<file path="config.mk">
export PLATFORM = sky130hd
export DESIGN_NAME = board_dump_uart
export DESIGN_NICKNAME = d
export VERILOG_FILES = /design/src/rtl/board_dump_uart_pkg.sv /design/src/rtl/board_dump_uart_tx_byte.sv /design/src/rtl/board_dump_uart.sv
export SDC_FILE = /design/constraint.sdc
export NUM_CORES = 1
export LEC_CHECK = 0
export BUFFER_PORTS_ARGS = -buffer_cell sky130_fd_sc_hd__buf_2
export CAP_MARGIN = 20
export CORE_ASPECT_RATIO = 1.1
export CORE_MARGIN = 2
export CORE_UTILIZATION = 45
export CTS_CLUSTER_SIZE = 8
export DETAILED_ROUTE_END_ITERATION = 10
export GPL_ROUTABILITY_DRIVEN = 1
export PLACE_DENSITY_LB_ADDON = 0.2
export SLEW_MARGIN = 10
export SYNTH_ARGS = -nofsm -noshare
export SYNTH_HDL_FRONTEND = slang
export SYNTH_HIERARCHICAL = 1
export SYNTH_SLANG_ARGS = --single-unit
</file>
<file path="constraint.sdc">
create_clock -name clk_25MHz -period 2.8 [get_ports clk_25MHz]
set_clock_uncertainty 0.15 [all_clocks]
set_input_delay 0.28 -clock clk_25MHz [delete_from_list [all_inputs] [get_ports clk_25MHz]]
set_output_delay 0.28 -clock clk_25MHz [all_outputs]
set_load 0.01 [all_outputs]
</file>
<file path="src/rtl/board_dump_uart_pkg.sv">
// Shared constants for the board dump reader: ASCII characters, piece codes
// and the top-level sequencing states.
package board_dump_uart_pkg;

    localparam logic [7:0] CHAR_EMPTY = 8'h2E;
    localparam logic [7:0] CHAR_P1    = 8'h58;
    localparam logic [7:0] CHAR_P2    = 8'h4F;
    localparam logic [7:0] CHAR_BAD   = 8'h3F;
    localparam logic [7:0] CHAR_CR    = 8'h0D;
    localparam logic [7:0] CHAR_LF    = 8'h0A;
    localparam logic [7:0] CHAR_W     = 8'h57;
    localparam logic [7:0] CHAR_ZERO  = 8'h30;

    localparam logic [1:0] PIECE_EMPTY = 2'b00;
    localparam logic [1:0] PIECE_P1    = 2'b01;
    localparam logic [1:0] PIECE_P2    = 2'b10;

    typedef enum logic [2:0] {
        ST_IDLE,
        ST_ADDR,
        ST_SETTLE,
        ST_LOAD,
        ST_SEND
    } state_t;

    function automatic logic [7:0] piece_char(input logic [1:0] piece);
        case (piece)
            PIECE_EMPTY: return CHAR_EMPTY;
            PIECE_P1:    return CHAR_P1;
            PIECE_P2:    return CHAR_P2;
            default:     return CHAR_BAD;
        endcase
    endfunction

endpackage

</file>
<file path="src/rtl/board_dump_uart_tx_byte.sv">
// 8N1 byte serializer: accepts one byte on valid&&ready, shifts it out LSB
// first and pulses last during the final cycle of the stop bit.
module uart_tx_byte #(
    parameter int CLKS_PER_BIT = 217
) (
    input  logic       clk,
    input  logic       rst_n,
    input  logic       valid,
    input  logic [7:0] data,
    output logic       ready,
    output logic       tx,
    output logic       last
);

    localparam int CNT_W = $clog2(CLKS_PER_BIT);
    localparam logic [CNT_W-1:0] CNT_MAX = CNT_W'(CLKS_PER_BIT - 1);

    logic             active;
    logic [CNT_W-1:0] baud_cnt;
    logic [3:0]       bit_cnt;
    logic [8:0]       shift;
    logic             bit_end;

    assign bit_end = (baud_cnt == CNT_MAX);
    assign ready   = !active;
    assign last    = active && bit_end && (bit_cnt == 4'd9);

    always_ff @(posedge clk or negedge rst_n) begin
        if (!rst_n) begin
            active   <= 1'b0;
            baud_cnt <= '0;
            bit_cnt  <= '0;
            tx       <= 1'b1;
        end else if (!active) begin
            if (valid) begin
                active   <= 1'b1;
                baud_cnt <= '0;
                bit_cnt  <= '0;
                tx       <= 1'b0;
            end
        end else if (bit_end) begin
            baud_cnt <= '0;
            if (bit_cnt == 4'd9) begin
                active <= 1'b0;
            end else begin
                tx      <= shift[0];
                bit_cnt <= bit_cnt + 4'd1;
            end
        end else begin
            baud_cnt <= baud_cnt + 1'b1;
        end
    end

    // A stop-bit one rides above the data so the ninth shift lands on it.
    always_ff @(posedge clk) begin
        if (!active && valid) begin
            shift <= {1'b1, data};
        end else if (active && bit_end && bit_cnt != 4'd9) begin
            shift <= {1'b1, shift[8:1]};
        end
    end

endmodule

</file>
<file path="src/rtl/board_dump_uart.sv">
// Scans the 8x8 board through the debug read port and streams it as ASCII
// rows (row 7 first) plus a winner trailer over an 8N1 UART.
module board_dump_uart #(
    parameter int CLKS_PER_BIT = 217
) (
    input  logic       clk_25MHz,
    input  logic       rst_n,
    input  logic       start,
    input  logic [1:0] d_piece_data,
    input  logic [1:0] winner,
    output logic       e_debug,
    output logic       read_board,
    output logic [2:0] d_r_row,
    output logic [2:0] d_r_col,
    output logic       uart_tx,
    output logic       busy,
    output logic       done
);

    import board_dump_uart_pkg::*;

    state_t     state, state_next;
    logic [2:0] row;
    logic [3:0] pos;
    logic [1:0] trl_idx;
    logic       in_trailer;
    logic       final_char;
    logic       char_done;
    logic       tx_valid;
    logic       tx_ready;
    logic       tx_last;
    logic [7:0] tx_data;

    assign final_char = in_trailer && (trl_idx == 2'd3);
    assign char_done  = (state == ST_SEND) && tx_last;
    assign busy       = (state != ST_IDLE);
    assign e_debug    = busy;
    assign read_board = busy;

    always_ff @(posedge clk_25MHz or negedge rst_n) begin
        if (!rst_n) begin
            state <= ST_IDLE;
        end else begin
            state <= state_next;
        end
    end

    always_comb begin
        state_next = state;
        tx_valid   = 1'b0;
        case (state)
            ST_IDLE:   if (start) state_next = ST_ADDR;
            ST_ADDR:   state_next = ST_SETTLE;
            ST_SETTLE: state_next = ST_LOAD;
            ST_LOAD: begin
                tx_valid = 1'b1;
                if (tx_ready) state_next = ST_SEND;
            end
            ST_SEND:   if (tx_last) state_next = final_char ? ST_IDLE : ST_ADDR;
            default:   state_next = ST_IDLE;
        endcase
    end

    // Only consumed in LOAD, where the read data has had two cycles to settle.
    always_comb begin
        tx_data = CHAR_LF;
        if (in_trailer) begin
            case (trl_idx)
                2'd0:    tx_data = CHAR_W;
                2'd1:    tx_data = CHAR_ZERO + {6'd0, winner};
                2'd2:    tx_data = CHAR_CR;
                default: tx_data = CHAR_LF;
            endcase
        end else if (pos < 4'd8) begin
            tx_data = piece_char(d_piece_data);
        end else if (pos == 4'd8) begin
            tx_data = CHAR_CR;
        end
    end

    always_ff @(posedge clk_25MHz or negedge rst_n) begin
        if (!rst_n) begin
            row        <= 3'd7;
            pos        <= '0;
            trl_idx    <= '0;
            in_trailer <= 1'b0;
            d_r_row    <= '0;
            d_r_col    <= '0;
            done       <= 1'b0;
        end else begin
            done <= char_done && final_char;
            if (state == ST_IDLE && start) begin
                row        <= 3'd7;
                pos        <= '0;
                trl_idx    <= '0;
                in_trailer <= 1'b0;
            end
            if (state == ST_ADDR) begin
                d_r_row <= row;
                d_r_col <= pos[2:0];
            end
            if (char_done) begin
                if (in_trailer) begin
                    trl_idx <= trl_idx + 2'd1;
                end else if (pos == 4'd9) begin
                    pos <= '0;
                    if (row == 3'd0) in_trailer <= 1'b1;
                    else             row        <= row - 3'd1;
                end else begin
                    pos <= pos + 4'd1;
                end
            end
        end
    end

    uart_tx_byte #(
        .CLKS_PER_BIT(CLKS_PER_BIT)
    ) u_tx (
        .clk   (clk_25MHz),
        .rst_n (rst_n),
        .valid (tx_valid),
        .data  (tx_data),
        .ready (tx_ready),
        .tx    (uart_tx),
        .last  (tx_last)
    );

endmodule
</file>
# Yosys cells after proc, flatten, opt, wreduce, memory -nomap -nowiden
# Cells that the tools add are included.
# Widths: inputs -> output; s select.
# word_totals
reg_bits	42
inputBits	7
out_inout_bits	11
word_cells	102
# classes
n_addsub	6
order_cmp	1
n_eq_ne	19
muxes	45
reduce_logical	18
# ops
op	count
$mux 8	7
$pmux 7 s3	2
$mux 4	8
$mux 3	9
$mux 1	15
$pmux 3 s5	1
$eq 4x4->1 const B	3
$ne 2x2->1 const B	5
$add 4x1->4 const B	2
$add 8x1->8 const B	1
$eq 8x8->1 const B	1
$logic_and 1x1->1	8
$add 6x2->7 const A	1
$eq 2x2->1 const B	3
$eq 3x2->1 const B	2
$logic_not 3->1	2
$mux 2	3
$reduce_and 3->1	2
$eq 2x1->1 const B	2
$logic_not 2->1	2
$lt 4x4->1 const B	1
$ne 4x4->1 const B	1
$reduce_bool 2->1	2
$eq 3x1->1 const B	1
5 further kinds	5

# Longest topological paths before layout
# logic_depth
depth_word	7
ltp_mapped	9
mapped_depth_nobuf	9

# Cells and area by module
# Netlist, hierarchy kept.
# modules_own_cells
module	instances	cells_per_inst	area_each_um2	seq_area_each_um2
board_dump_uart	1	128	1229.9	504.2
uart_tx_byte	1	115	1142.3	591.8

# Least setup slack after synthesis
# Ideal clock, no wire load.
# synth_timing
kind	flip-flop to flip-flop
startpoint	register u_tx.baud_cnt[0]
endpoint	register pos[1]
setup_ns	0.121
arrival_ns	1.781
required_ns	2.529
slack_ns	0.748
path_stages_with_launch	10
n_path_buf	0
period_less_slack_ns	2.052
path_cell_list	dfrtp_1 > inv_1 > ha_1 > and4b_2 > nand2_1 > nor2_1 > and4bb_4 > nand2b_1 > mux2i_1 > a22o_1
# synth_between
elab_chain_cells	5
# synth_rtl
element	line	source
start, declared	board_dump_uart_tx_byte.sv:19	logic [CNT_W-1:0] baud_cnt;
start signal, assigned	board_dump_uart_tx_byte.sv:50	baud_cnt <= baud_cnt + 1'b1;
$eq 8x8->1	board_dump_uart_tx_byte.sv:24	assign bit_end = (baud_cnt == CNT_MAX);
$logic_and 1x1->1 (2 in series)	board_dump_uart_tx_byte.sv:26	assign last = active && bit_end && (bit_cnt == 4'd9);
net tx_last	board_dump_uart.sv:31	logic tx_last;
$logic_and 1x1->1	board_dump_uart.sv:35	assign char_done = (state == ST_SEND) && tx_last;
$mux 4	board_dump_uart.sv:102	if (char_done) begin
end signal, assigned	board_dump_uart.sv:110	pos <= pos + 4'd1;
end, declared	board_dump_uart.sv:24	logic [3:0] pos;
# The timed path passes the listed nets, and every way through them passes these cells.
# A chain may end at the register's enable or synchronous reset.

# Worst setup path in the final report
# layout_timing
startpoint	register u_tx.baud_cnt[0]
endpoint	register row[2]
# layout_between
elab_chain_cells	5
# layout_rtl
element	line	source
$eq 8x8->1	board_dump_uart_tx_byte.sv:24	
$logic_and 1x1->1 (2 in series)	board_dump_uart_tx_byte.sv:26	
net tx_last	board_dump_uart.sv:31	
$logic_and 1x1->1	board_dump_uart.sv:35	
$mux 3	board_dump_uart.sv:102	
end signal, assigned	board_dump_uart.sv:108	else row <= row - 3'd1;
end, declared	board_dump_uart.sv:23	logic [2:0] row;
# The timed path passes the listed nets, and every way through them passes these cells.

==> flow_results.org <==
** Placement
- Routability-driven placement finished with a final weighted congestion of between 0.8 and 0.9.
- In this run, placement finished with an instance count of 310.
- Detailed placement HPWL :: slightly above 3000 um
- Once placement finished, the instance area stood at around 2500 um^2.
- Buffers placed on the I/O ports in this run total 17.

** Logic synthesis
- After synthesis the cells add up to approximately 2400 um^2.
- For this run, the number of Yosys warnings is 6.
- Synth Instances :: between 200 and 250
- The commonest cells after synthesis are 38 x sky130_fd_sc_hd__nand2_1, 30 x sky130_fd_sc_hd__dfrtp_1, 19 x sky130_fd_sc_hd__nor2_1.
- Post-synthesis area per instance :: 9.76 um^2
- Number of flip-flops and latches in the synthesized netlist :: 42
- Cell taking the most area after synthesis :: sky130_fd_sc_hd__dfrtp_1
- Proportion of synthesized chip area in sequential cells :: 0.462
- By area the synthesized netlist is led by sky130_fd_sc_hd__dfrtp_1 32%, sky130_fd_sc_hd__edfxtp_1 10%, sky130_fd_sc_hd__ha_1 7.4%.
- For this run, asynchronously set or reset flops after synthesis account for 0.810.
- EDFF count, synth :: 8
- Post-Synthesis Net Count :: 264
- Dominant cell by count in the synthesized netlist :: sky130_fd_sc_hd__nand2_1
- Top cell type's share of synthesized area :: 0.316
- Dominant synthesized flop cell :: sky130_fd_sc_hd__dfrtp_1
- Distinct cell type count after synthesis :: 53

** Global route
- Number of global-route vias before repair :: ~1.6k
- Entering global routing, the biggest net connects 35 pins.
- For this run, global-route usage on met1 was measured as 0.210.
- Grt total ovfl :: 0
- For this run, global-route usage on met3 was measured as 0.0364.
- For this run, the total global-route usage over all layers was measured as 0.168.
- In the global route stage, met2 resource usage came out at 0.279.
- First-pass GRT wire length :: 7580 um
- Number of antenna violations at the first check in global routing :: 0
- The layer flagged by global routing as most heavily used is met2.

** Floorplan
- The initial utilization of the core area, before any placement, comes to 0.471.
- After floorplanning, the core was sized to cover 5030 um^2.
- In this run the count of I/O pins placed on the die edge is 18.
- Number of rows in the core area :: 27
- The die covers 5870 um^2.
- Overall die width :: about 73 um
- Die Ht :: 80.2 um

** Worst setup path
- Start point of the critical path :: u_tx/baud_cnt[0]$_DFFE_PN0P_
- For the worst setup path, the data arrival time is between 2 and 2.5 ns.
- Type of the worst setup path :: flop to flop
- Sort of element at the start of the critical path :: flop
- Cells on worst reg2reg path :: 9
- STA classifies the critical path endpoint as a flop.
- End of the worst register-to-register path :: row[2]$_DFF_PN1_
- Reg2Reg Launch Point :: u_tx/baud_cnt[0]$_DFFE_PN0P_
- Maximum fanout encountered on the critical timing path :: 8
- Register-to-Register Setup Slack :: ~0.53 ns
- Worst EP required :: around 2.9 ns

** Final layout
- Antenna diode count :: 0
- Syn-to-layout area delta :: 8.86%
- Finished layout cell area :: ~2600 um^2
- Of the cells placed in the final design, the portion with a size suffix greater than 1 is 0.188.
- Count of nets after finishing :: approximately 280
- Post-Layout Cell Count :: approximately 320

** Timing
- Setup repair after global routing left no endpoint under its margin.
- Slew of the pin with the lowest slew margin :: between 0.7 and 0.8 ns
- Fmax :: 440 MHz
- Counting I/O delays and the setup requirement, the final critical path takes between 2 and 2.5 ns.
- Measured against its own limit, the worst slew margin works out to 0.482.
- Adding up every negative setup slack in the final design gives 0 ns.
- The final-report max-slew violation count came to 0.
- In the finished design, the share of the clock period the worst path needs comes to 0.811.
- The number of hold-slack violations in the final timing report came to 0.
- Setup violations remaining at the end of the flow were counted as 0.

** Run status
- The flow ran to the end, and the final reports show no timing, DRC or antenna violations.

** Clock tree
- Post-CTS repair changed the size of 0 cells.
- The H-tree was split into 2 levels.
- Root Driver :: sky130_fd_sc_hd__clkbuf_8
- Post-CTS Repair Setup Buffers :: 0
- Clock buffer count from CTS :: 5
- # clock sinks :: 42
- TritonCTS clock tree :: yes
- Clock Path Buffers :: 2
- Clock edge transition at the registers on the reported setup and hold paths :: around 0.09 ns
- Post-cts hold buffer count :: 1
- For the worst-skew pair, the clock arrives at the later sink with an insertion delay of ~0.30 ns.

** Detailed routing
- After detailed routing, the total wire length is roughly 4300 um.
- Once detail routing completed, the nets flagged for antenna violations numbered 0.
- Detailed routing inserted a total of between 1.5k and 2k vias.
- Vias/cell :: ~5.3
- The detailed router finished its first iteration with 82 violations.
- Dividing the detail-routed wire length by the instance count gives 13.4 um.
- The first detailed-routing pass ran for 4 iterations.
- In the routed design, unresolved DRC markers number 0.

** Pwr
- Power after layout :: ~0.0010 W
- Worst IR drop on VDD :: approximately 300 uV
- Dividing total power by cell area gives a power density of roughly 400 nW/um^2.
- In this run the static leakage power is 1.16 nW.

** Min path
- Worst Hold Launch :: start
- The tightest min-delay check is of the input port to flop type.
- Number of cells on the worst hold path :: 3
- Endpoint, Worst Hold :: row[1]$_DFF_PN1_

** Flow run
- Max-capacitance violation count :: 0
==> worst max-delay path, stage by stage, from the launching register on <==
cell and delay (ns):
sky130_fd_sc_hd__dfrtp_1 0.42, sky130_fd_sc_hd__inv_1 0.10, sky130_fd_sc_hd__ha_1 0.15, sky130_fd_sc_hd__and4b_2 0.28
sky130_fd_sc_hd__nand2_1 0.07, sky130_fd_sc_hd__nor2_1 0.19, sky130_fd_sc_hd__and4bb_4 0.33, sky130_fd_sc_hd__and4_4 0.27
sky130_fd_sc_hd__a311oi_1 0.10, sky130_fd_sc_hd__a31oi_1 0.14
==> sequential cells by signal, summed over array words and instances (netlist names), 2 cells and up <==
signal	flops
d_r_col	3
state	3
u_tx/bit_cnt	4
d_r_row	3
u_tx/baud_cnt	8
pos	4
u_tx/shift	8
trl_idx	2
row	3
==> layout make-up <==
class / count / area [um^2]
flip-flops and latches: 42 / 1100
clock inverters: 1 / 5.00
repair buffers: 19 / 103
clock buffers: 7 / 86.3
well taps: 58 / 72.6
inverters: 17 / 63.8
fillers: 465 / 2450
multi-input cells: 175 / 1160
==> worst max path at each step <==
| stage | endpoint | slack, ns | cells after the start |
|---|---|---|---|
| finish | row[2]$_DFF_PN1_ | 0.53 | 9 |
| global placement | pos[1]$_DFF_PN0_ | 0.62 | 9 |
| global route | pos[3]$_DFF_PN0_ | 0.32 | 9 |
| CTS | row[2]$_DFF_PN1_ | 0.52 | 9 |
| floorplan | pos[1]$_DFF_PN0_ | 0.75 | 9 |
| detailed placement | pos[1]$_DFF_PN0_ | 0.56 | 9 |
==> power breakdown <==
part	internal [W]	switching, W	total, W
Clock	0.000199	0.000207	0.000406
Sequential	0.000620	0	0.000620
Combinational	0.00000684	0.0000155	0.0000224
==> per-stage QoR <==
stage | setup slack (ns) | hold WS [ns] | util
CTS | 0.520 | 0.206 | 0.513
global placement | 0.618 | 0.252 | 0.493
finish | 0.529 | 0.202 | 0.513
floorplan | 0.748 | -0.166 | -
global route | 0.321 | 0.222 | 0.513
detailed placement | 0.565 | 0.255 | 0.493
==> layout by cell type (no fill, tap or decap), types with 2 or more instances in the layout <==
| master | instances |
|---|---|
| sky130_fd_sc_hd__inv_1 | 16 |
| sky130_fd_sc_hd__edfxtp_1 | 8 |
| sky130_fd_sc_hd__a21oi_1 | 11 |
| sky130_fd_sc_hd__o31ai_1 | 6 |
| sky130_fd_sc_hd__a31oi_1 | 8 |
| sky130_fd_sc_hd__o21ai_0 | 6 |
| sky130_fd_sc_hd__or3_1 | 2 |
| sky130_fd_sc_hd__a211oi_1 | 3 |
| sky130_fd_sc_hd__dfstp_2 | 4 |
| sky130_fd_sc_hd__ha_1 | 14 |
| sky130_fd_sc_hd__nand2_2 | 2 |
| sky130_fd_sc_hd__dfrtp_1 | 30 |
| sky130_fd_sc_hd__mux2_2 | 6 |
| sky130_fd_sc_hd__nand3b_1 | 2 |
| sky130_fd_sc_hd__a22o_1 | 3 |
| sky130_fd_sc_hd__nand2_1 | 38 |
| sky130_fd_sc_hd__o22ai_1 | 2 |
| sky130_fd_sc_hd__clkbuf_8 | 6 |
| sky130_fd_sc_hd__and3_1 | 4 |
| sky130_fd_sc_hd__buf_2 | 17 |
| sky130_fd_sc_hd__nor2_1 | 19 |
| sky130_fd_sc_hd__nand3_1 | 9 |
| sky130_fd_sc_hd__xnor2_1 | 2 |
| sky130_fd_sc_hd__mux2i_1 | 4 |
| sky130_fd_sc_hd__nor3_1 | 2 |
| sky130_fd_sc_hd__nand2b_1 | 6 |
| sky130_fd_sc_hd__o21a_1 | 2 |
==> cell families after synthesis <==
kind of cell | share of synthesized area
multiplexers | 0.0501
buffers and inverters | 0.0506
AO/OA/AOI/OAI | 0.137
adder cells (fa/ha/maj) | 0.0738
AND/OR/NAND/NOR | 0.217
XOR/XNOR | 0.00739
other | 0.00158
flip-flops | 0.462
==> metal layers <==
metal,share of wire,routed length (um)
met1,0.48,2050
met2,0.47,2030
met3,0.031,132
met4,0.016,67
met5,0,0
No activity file was read; power rests on OpenSTA's default activity.
